## config.mk

```make
export PLATFORM = sky130hd
export DESIGN_NAME = hd44780_rx_flat
export DESIGN_NICKNAME = d
export VERILOG_FILES = /design/src/rtl/hd44780_pkg.sv /design/src/rtl/hd44780_rx_if.sv /design/src/rtl/hd44780_bus_sync.sv /design/src/rtl/hd44780_rx.sv /design/src/flat_wrapper.sv
export SDC_FILE = /design/constraint.sdc
export NUM_CORES = 1
export LEC_CHECK = 0
export BUFFER_PORTS_ARGS = -buffer_cell sky130_fd_sc_hd__buf_2
export CAP_MARGIN = 20
export CORE_ASPECT_RATIO = 1.5
export CORE_MARGIN = 8
export CORE_UTILIZATION = 40
export DETAILED_ROUTE_END_ITERATION = 10
export GPL_TIMING_DRIVEN = 1
export HOLD_SLACK_MARGIN = 0.1
export RECOVER_POWER = 50
export SYNTH_ARGS = -nofsm -noshare
export SYNTH_HDL_FRONTEND = slang
export SYNTH_SLANG_ARGS = --single-unit
```

## constraint.sdc

```tcl
create_clock -name clk_clk -period 3.2 [get_ports clk_clk]
set_input_delay 0.32 -clock clk_clk [delete_from_list [all_inputs] [get_ports clk_clk]]
set_output_delay 0.32 -clock clk_clk [all_outputs]
set_load 0.1 [all_outputs]
```

## src/rtl/hd44780_pkg.sv

```systemverilog
// Shared types, opcode masks, address constants and AC helpers for the HD44780 bus receiver.
package hd44780_pkg;

  typedef enum logic [1:0] {
    StIdle,
    StExec,
    StClear,
    StBusy
  } state_e;

  localparam int unsigned ShadowDepth = 32;
  localparam logic [7:0]  ClearChar   = 8'h20;

  // Command masks; the highest set bit selects the instruction.
  localparam logic [7:0] CmdDdram = 8'h80;
  localparam logic [7:0] CmdCgram = 8'h40;
  localparam logic [7:0] CmdFunc  = 8'h20;
  localparam logic [7:0] CmdDisp  = 8'h08;
  localparam logic [7:0] CmdEntry = 8'h04;
  localparam logic [7:0] CmdHome  = 8'h02;
  localparam logic [7:0] CmdClear = 8'h01;

  localparam logic [6:0] Line1Base = 7'h00;
  localparam logic [6:0] Line2Base = 7'h40;
  localparam logic [6:0] Line1End  = 7'h27;
  localparam logic [6:0] Line2End  = 7'h67;

  // Next address counter value after a data write, with the two-line wrap.
  function automatic logic [6:0] ac_step(input logic [6:0] ac, input logic id);
    logic [6:0] nxt;
    if (id) begin
      if (ac == Line1End)      nxt = Line2Base;
      else if (ac == Line2End) nxt = Line1Base;
      else                     nxt = ac + 7'd1;
    end else begin
      if (ac == Line1Base)      nxt = Line2End;
      else if (ac == Line2Base) nxt = Line1End;
      else                      nxt = ac - 7'd1;
    end
    return nxt;
  endfunction

  // Returns {visible, index}; only the first 16 columns of each line are shadowed.
  function automatic logic [5:0] ac_to_index(input logic [6:0] ac);
    logic [5:0] res;
    if (ac[6:4] == Line1Base[6:4])      res = {1'b1, 1'b0, ac[3:0]};
    else if (ac[6:4] == Line2Base[6:4]) res = {1'b1, 1'b1, ac[3:0]};
    else                                res = 6'd0;
    return res;
  endfunction

endpackage

```

## src/rtl/hd44780_rx_if.sv

```systemverilog
// LCD bus plus shadow read port and status outputs of the receiver.
interface hd44780_rx_if;
  logic       lcd_enable;
  logic       lcd_rs;
  logic       lcd_rw;
  logic [7:0] lcd_data;
  logic [4:0] rd_addr;
  logic [7:0] rd_data;
  logic       busy;
  logic       display_on;
  logic [6:0] cursor;
  logic       err_pulse;
  logic [7:0] err_count;

  modport master (
    output lcd_enable, lcd_rs, lcd_rw, lcd_data, rd_addr,
    input  rd_data, busy, display_on, cursor, err_pulse, err_count
  );

  modport slave (
    input  lcd_enable, lcd_rs, lcd_rw, lcd_data, rd_addr,
    output rd_data, busy, display_on, cursor, err_pulse, err_count
  );
endinterface

```

## src/rtl/hd44780_bus_sync.sv

```systemverilog
// Two-flop synchronizer for the LCD bus and falling-edge detect on E.
module hd44780_bus_sync (
  input  logic       clk_i,
  input  logic       rst_ni,
  input  logic       e_i,
  input  logic       rs_i,
  input  logic       rw_i,
  input  logic [7:0] data_i,
  output logic       strobe_o,
  output logic       s_rs_o,
  output logic       s_rw_o,
  output logic [7:0] s_data_o
);

  // Packed as {e, rs, rw, data}.
  logic [10:0] meta_q, meta_d;
  logic [10:0] sync_q, sync_d;
  logic        e_prev_q, e_prev_d;

  // Shift the pins through the synchronizer and keep the previous E sample.
  always_comb begin
    meta_d   = {e_i, rs_i, rw_i, data_i};
    sync_d   = meta_q;
    e_prev_d = sync_q[10];
  end

  // Synchronizer flops.
  always_ff @(posedge clk_i or negedge rst_ni) begin
    if (!rst_ni) begin
      meta_q   <= '0;
      sync_q   <= '0;
      e_prev_q <= 1'b0;
    end else begin
      meta_q   <= meta_d;
      sync_q   <= sync_d;
      e_prev_q <= e_prev_d;
    end
  end

  // Strobe on synchronized E going 1 -> 0; companions come from the same stage.
  always_comb begin
    strobe_o = e_prev_q & ~sync_q[10];
    s_rs_o   = sync_q[9];
    s_rw_o   = sync_q[8];
    s_data_o = sync_q[7:0];
  end

endmodule

```

## src/rtl/hd44780_rx.sv

```systemverilog
// HD44780 bus receiver: decodes writes into a 2x16 DDRAM shadow with busy emulation.
module hd44780_rx
  import hd44780_pkg::*;
#(
  parameter int unsigned BUSY_SHORT_CYC = 2000,
  parameter int unsigned BUSY_LONG_CYC  = 82000
) (
  input logic         clk_clk,
  input logic         reset_reset_n,
  hd44780_rx_if.slave bus
);

  localparam int unsigned CntW = $clog2(BUSY_LONG_CYC + 1);
  // EXEC (and the clear fill) already account for part of the busy window.
  localparam logic [CntW-1:0] LoadShort = CntW'(BUSY_SHORT_CYC - 1);
  localparam logic [CntW-1:0] LoadHome  = CntW'(BUSY_LONG_CYC - 1);
  localparam logic [CntW-1:0] LoadClear = CntW'(BUSY_LONG_CYC - 1 - ShadowDepth);

  logic       strobe, s_rs, s_rw;
  logic [7:0] s_data;

  hd44780_bus_sync u_sync (
    .clk_i    (clk_clk),
    .rst_ni   (reset_reset_n),
    .e_i      (bus.lcd_enable),
    .rs_i     (bus.lcd_rs),
    .rw_i     (bus.lcd_rw),
    .data_i   (bus.lcd_data),
    .strobe_o (strobe),
    .s_rs_o   (s_rs),
    .s_rw_o   (s_rw),
    .s_data_o (s_data)
  );

  state_e          state_q, state_d;
  logic [CntW-1:0] cnt_q, cnt_d;
  logic [4:0]      clr_idx_q, clr_idx_d;
  logic            cmd_rs_q, cmd_rs_d;
  logic [7:0]      cmd_data_q, cmd_data_d;
  logic [6:0]      ac_q, ac_d;
  logic            id_q, id_d;
  logic            cgram_q, cgram_d;
  logic            disp_q, disp_d;
  logic            err_pulse_q, err_pulse_d;
  logic [7:0]      err_cnt_q, err_cnt_d;
  logic [7:0]      rd_data_q, rd_data_d;
  logic [7:0]      mem_q [ShadowDepth];

  logic       accept, viol, is_clear, is_home, we;
  logic [4:0] waddr;
  logic [7:0] wdata;
  logic [5:0] vis;

  // Write strobes with RW=1 are reads and never touch state.
  always_comb begin
    accept   = strobe & ~s_rw & (state_q == StIdle);
    viol     = strobe & ~s_rw & (state_q != StIdle);
    is_clear = ~cmd_rs_q & (cmd_data_q == CmdClear);
    is_home  = ~cmd_rs_q & (cmd_data_q[7:1] == CmdHome[7:1]);
  end

  // FSM state register.
  always_ff @(posedge clk_clk or negedge reset_reset_n) begin
    if (!reset_reset_n) state_q <= StIdle;
    else                state_q <= state_d;
  end

  // FSM next-state logic.
  always_comb begin
    state_d = state_q;
    unique case (state_q)
      StIdle:  if (accept) state_d = StExec;
      StExec:  state_d = is_clear ? StClear : StBusy;
      StClear: if (clr_idx_q == 5'(ShadowDepth - 1)) state_d = StBusy;
      StBusy:  if (cnt_q <= CntW'(1)) state_d = StIdle;
      default: state_d = StIdle;
    endcase
  end

  // FSM outputs.
  always_comb begin
    bus.busy = (state_q != StIdle);
  end

  // Command/data execution, clear fill, busy counter and violation tracking.
  always_comb begin
    cnt_d       = cnt_q;
    clr_idx_d   = clr_idx_q;
    cmd_rs_d    = cmd_rs_q;
    cmd_data_d  = cmd_data_q;
    ac_d        = ac_q;
    id_d        = id_q;
    cgram_d     = cgram_q;
    disp_d      = disp_q;
    err_pulse_d = 1'b0;
    err_cnt_d   = err_cnt_q;
    we          = 1'b0;
    waddr       = 5'd0;
    wdata       = ClearChar;
    vis         = ac_to_index(ac_q);

    if (viol) begin
      err_pulse_d = 1'b1;
      if (err_cnt_q != 8'hFF) err_cnt_d = err_cnt_q + 8'd1;
    end

    // Latch the transfer; the pins may change before EXEC runs.
    if (accept) begin
      cmd_rs_d   = s_rs;
      cmd_data_d = s_data;
    end

    unique case (state_q)
      StExec: begin
        clr_idx_d = 5'd0;
        if (is_clear)     cnt_d = LoadClear;
        else if (is_home) cnt_d = LoadHome;
        else              cnt_d = LoadShort;

        if (cmd_rs_q) begin
          if (!cgram_q) begin
            if (vis[5]) begin
              we    = 1'b1;
              waddr = vis[4:0];
              wdata = cmd_data_q;
            end
            ac_d = ac_step(ac_q, id_q);
          end
        end else if ((cmd_data_q & CmdDdram) != 8'h00) begin
          ac_d    = cmd_data_q[6:0];
          cgram_d = 1'b0;
        end else if ((cmd_data_q & CmdCgram) != 8'h00) begin
          cgram_d = 1'b1;
        end else if ((cmd_data_q & CmdFunc) != 8'h00) begin
          // Function set: bus width / lines / font are not modelled.
        end else if ((cmd_data_q & CmdDisp) != 8'h00) begin
          disp_d = cmd_data_q[2];
        end else if ((cmd_data_q & CmdEntry) != 8'h00) begin
          id_d = cmd_data_q[1];
        end else if ((cmd_data_q & CmdHome) != 8'h00) begin
          ac_d    = 7'd0;
          cgram_d = 1'b0;
        end else if ((cmd_data_q & CmdClear) != 8'h00) begin
          ac_d    = 7'd0;
          id_d    = 1'b1;
          cgram_d = 1'b0;
        end
      end
      StClear: begin
        we        = 1'b1;
        waddr     = clr_idx_q;
        wdata     = ClearChar;
        clr_idx_d = clr_idx_q + 5'd1;
      end
      StBusy: begin
        cnt_d = cnt_q - CntW'(1);
      end
      default: ;
    endcase

    // Forward a same-cycle write so rd_data is current one cycle after the update.
    if (we && (waddr == bus.rd_addr)) rd_data_d = wdata;
    else                               rd_data_d = mem_q[bus.rd_addr];
  end

  // Control and status registers.
  always_ff @(posedge clk_clk or negedge reset_reset_n) begin
    if (!reset_reset_n) begin
      cnt_q       <= '0;
      clr_idx_q   <= 5'd0;
      cmd_rs_q    <= 1'b0;
      cmd_data_q  <= 8'h00;
      ac_q        <= 7'd0;
      id_q        <= 1'b1;
      cgram_q     <= 1'b0;
      disp_q      <= 1'b0;
      err_pulse_q <= 1'b0;
      err_cnt_q   <= 8'h00;
      rd_data_q   <= ClearChar;
    end else begin
      cnt_q       <= cnt_d;
      clr_idx_q   <= clr_idx_d;
      cmd_rs_q    <= cmd_rs_d;
      cmd_data_q  <= cmd_data_d;
      ac_q        <= ac_d;
      id_q        <= id_d;
      cgram_q     <= cgram_d;
      disp_q      <= disp_d;
      err_pulse_q <= err_pulse_d;
      err_cnt_q   <= err_cnt_d;
      rd_data_q   <= rd_data_d;
    end
  end

  // DDRAM shadow; reset restores blanks at once without a fill sequence.
  always_ff @(posedge clk_clk or negedge reset_reset_n) begin
    if (!reset_reset_n) begin
      for (int i = 0; i < ShadowDepth; i++) mem_q[i] <= ClearChar;
    end else if (we) begin
      mem_q[waddr] <= wdata;
    end
  end

  assign bus.rd_data    = rd_data_q;
  assign bus.display_on = disp_q;
  assign bus.cursor     = ac_q;
  assign bus.err_pulse  = err_pulse_q;
  assign bus.err_count  = err_cnt_q;

endmodule

```

## src/flat_wrapper.sv

```systemverilog
// flat-port wrapper written by rule: the top's interface ports become plain ports
module hd44780_rx_flat import hd44780_pkg::*;
#(
  parameter int unsigned BUSY_SHORT_CYC = 2000,
  parameter int unsigned BUSY_LONG_CYC  = 82000
)
  (clk_clk, reset_reset_n, bus_lcd_enable, bus_lcd_rs, bus_lcd_rw, bus_lcd_data, bus_rd_addr, bus_rd_data, bus_busy, bus_display_on, bus_cursor, bus_err_pulse, bus_err_count);
  hd44780_rx_if bus_i ();
  input logic clk_clk;
  input logic reset_reset_n;
  input wire logic [$bits(bus_i.lcd_enable)-1:0] bus_lcd_enable;
  input wire logic [$bits(bus_i.lcd_rs)-1:0] bus_lcd_rs;
  input wire logic [$bits(bus_i.lcd_rw)-1:0] bus_lcd_rw;
  input wire logic [$bits(bus_i.lcd_data)-1:0] bus_lcd_data;
  input wire logic [$bits(bus_i.rd_addr)-1:0] bus_rd_addr;
  output wire logic [$bits(bus_i.rd_data)-1:0] bus_rd_data;
  output wire logic [$bits(bus_i.busy)-1:0] bus_busy;
  output wire logic [$bits(bus_i.display_on)-1:0] bus_display_on;
  output wire logic [$bits(bus_i.cursor)-1:0] bus_cursor;
  output wire logic [$bits(bus_i.err_pulse)-1:0] bus_err_pulse;
  output wire logic [$bits(bus_i.err_count)-1:0] bus_err_count;
  assign bus_i.lcd_enable = bus_lcd_enable;
  assign bus_i.lcd_rs = bus_lcd_rs;
  assign bus_i.lcd_rw = bus_lcd_rw;
  assign bus_i.lcd_data = bus_lcd_data;
  assign bus_i.rd_addr = bus_rd_addr;
  assign bus_rd_data = bus_i.rd_data;
  assign bus_busy = bus_i.busy;
  assign bus_display_on = bus_i.display_on;
  assign bus_cursor = bus_i.cursor;
  assign bus_err_pulse = bus_i.err_pulse;
  assign bus_err_count = bus_i.err_count;
  hd44780_rx #(.BUSY_SHORT_CYC(BUSY_SHORT_CYC), .BUSY_LONG_CYC(BUSY_LONG_CYC)) u_core (.clk_clk(clk_clk), .reset_reset_n(reset_reset_n), .bus(bus_i));
endmodule
```

==> impl_metrics.ini <==
[synthesis]
yosys-top-cells-count = 305 x dfrtp_1, 280 x mux2_2, 60 x clkbuf_1, 51 x nand2_1, 44 x mux4_2
mappedNetlistArea_um2 = 16330
synth_edf_count = 0
synth_cells = 1232
ys_warn_count = 0
synth.most_common_cell = dfrtp_1
synth_largest_area_cell = dfrtp_1
synthArstFlopShare = 1.000
yosysUniqueCellTypes = 74
synth.avg_cell_area_um2 = 13.26
syn_nets = 1262
yosysTopAreaCellShare = 0.4673
ys_ff_latch = 339
yosysSeqAreaShare = 0.5220
synth-main-ff-cell = dfrtp_1
yosys-top-cells-area = dfrtp_1 47%, mux2_2 19%, mux4_2 6.1%

[sta]
slew_headroom = -0.4254
clock_skew_ps = 16.35
final.min_clock_period_ps = 3067
setup-tns-final_ps = 0
rsz0062_at_grt = false
worstMarginPinSlew_ps = 2138
hold_violations = 0
final.setup.worst_slack_ps = 133.0
fmax_ghz = 0.3260
fin_hold_ws_ps = 347.2
drv_slew = 83
setup_viol = 0
period_share = 0.9584

[global_routing]
grt.overflow.total = 0
antenna_found_initial = 0
grt_first_pass_wirelength_mm = 65.90
track_usage = 0.1742
grt_pass1_vias = 11080
grt_max_degree = 85

[power]
leakage_uw = 0.008645
ir_drop_mv = 0.2869
power_uw = 12250
powerDensity_nw_per_um2 = 659.8

[setup_path]
path_max_fanout = 19
start_kind = flip-flop
rr_endpoint = u_core.mem_q[220]$_DFFE_PN0P_
cp_top_family = simple AND/OR/NAND/NOR gates
cpPeakStageDelay_ps = 820
reg2regPathDepth = 8
required_ps = 3610
crit_type = reg -> reg
worstPathArrival_ps = 3480
cp_num_buf_inv = 2
rrSetupSlack_ps = 130
slowest_stage = nor3_2
r2r_start = u_core.state_q[1]$_DFFE_PN0P_
crit_path_end_kind = flip-flop
path_cells = inv_1, ha_1, nor2b_1, buf_4, a21oi_1, nor3_2, nand2_1, mux2_2

[cts]
cts_root_buffer = clkbuf_16
cts_sinks = 339
htreeDepth = 2
clk_pin_slew_ps = 60
cts_made_buffers = 34
clock_path_buffers = 3
cts_tree = built
cts_setup_buffers = 0
clk_latency_ps = 520

[floorplanning]
rows = 90
ios = 44
dieArea_um2 = 47690
die-width_um = 181.0
die_y_um = 263.5
core-area_um2 = 40310
initial_core_util = 0.4052

[hold_path]
hp-class = reg -> reg
whs_path_depth = 0
min_from = u_core.u_sync.meta_q[1]$_DFF_PN0_
hold_end = u_core.u_sync.sync_q[1]$_DFF_PN0_

[route]
vias = 10480
drt_iter0_drc = 671
drc = 0
antenna_left = 0
wl_per_cell_um = 22.47
avgViaCountPerCell = 5.750
routed_wirelength_mm = 40.97
first_pass_iters = 5

[final_layout]
nets = 1323
area_growth_pct = 13.67
fin_area_um2 = 18570
drive_above_1_share = 0.4161
diodes = 0

[job]
maxCapViolCount = 1

[place]
dp_hpwl_mm = 28.77
place.gp.congestion = 0.8978
place_area_um2 = 17350
dp_slack_ps = 212.9
port_buffers = 43

[status]
status = finished, violations left
violations = max-capacitance violations, max-slew violations
[cell type report]
type,count,area (um2)
Clock inverter,7,92.59
Fill cell,3642,21750
Timing Repair Buffer,108,819.5
Clock buffer,53,1023
Multi-Input combinational cell,788,7390
Inverter,22,82.58
Tap cell,506,633.1
Sequential cell,339,8526
[flip-flops by register name, summed over array words and instances (netlist names), 2 cells and up]
register              flops
u_core.state_q            2
u_core.bus.rd_data        8
u_core.u_sync.sync_q     11
u_core.mem_q            256
u_core.bus.err_count      8
u_core.cmd_data_q         8
u_core.clr_idx_q          5
u_core.u_sync.meta_q     11
u_core.cnt_q             17
u_core.bus.cursor         7
[how the worst max path moves through the flow]
stage                                           from                       endpoint  depth (start not counted)
floorplan           u_core.bus.cursor[4]$_DFFE_PN0P_  u_core.mem_q[112]$_DFFE_PN0P_                          9
global placement       u_core.state_q[1]$_DFFE_PN0P_   u_core.mem_q[81]$_DFFE_PN0P_                          7
detailed placement     u_core.state_q[0]$_DFFE_PN0P_  u_core.mem_q[118]$_DFFE_PN0P_                          7
CTS                    u_core.state_q[1]$_DFFE_PN0P_  u_core.mem_q[220]$_DFFE_PN0P_                          8
global route           u_core.state_q[1]$_DFFE_PN0P_  u_core.mem_q[251]$_DFFE_PN0P_                          8
finish                 u_core.state_q[1]$_DFFE_PN0P_  u_core.mem_q[220]$_DFFE_PN0P_                          8
[cell usage in the layout, fill, tap and decap left out, types with 34 or more instances in the layout]
master / instances
nor2_1: 39
nand2_1: 51
clkbuf_16: 35
dfrtp_1: 305
mux2_2: 280
mux4_2: 44
o21ai_0: 42
buf_2: 40
dfstp_2: 34
buf_4: 44
[kinds of logic (layout without fill, tap and decap cells)]
kind of cell | count (synthesis) | in the layout | share of synthesized area
xor gates and xnor gates | 13 | 13 | 0.006971
muxes | 365 | 365 | 0.2796
buffers and inverters | 105 | 190 | 0.02582
AOI/OAI and AO/OA | 193 | 193 | 0.08695
adders and majority gates | 12 | 12 | 0.009192
and+or+nand+nor | 205 | 205 | 0.06948
DFF | 339 | 339 | 0.5220
[layer usage]
layer	share of wire	vias up	track usage	wire (um)
met5	0	-	0	0
met4	0.031	0	0.06110	1286
met3	0.040	65	0.02261	1621
met2	0.53	204	0.3156	21630
met1	0.40	5514	0.2090	16430
li1	-	4699	-	-
[worst reg2reg max path, delay by kind of cell, from the launching register on]
kind / cells / cell delay (ps)
and+or+nand+nor: 3 / 1440
DFF: 1 / 430
muxes: 1 / 400
buffers and inverters: 2 / 350
adders and majority gates: 1 / 220
AOI/OAI and AO/OA: 1 / 120
[timing repair]
item,in CTS,in global routing
endpoints found under the setup margin,0,1
hold buffers,12,0
gates resized for setup,0,1
endpoints found under the hold margin,89,0
[stage by stage]
step                  util  instances
floorplan                -       1232
finish              0.4606       1823
global route        0.4606       1823
detailed placement  0.4304       1751
global placement    0.4304       1751
CTS                 0.4611       1823
[power by group]
| part | switching, uW | internal, uW | leakage (uW) |
|---|---|---|---|
| clock network | 1640 | 2360 | 0.000549 |
| registers | 458 | 4620 | 0.00448 |
| logic | 2150 | 1020 | 0.00362 |
(Power assumes the default switching activity.)
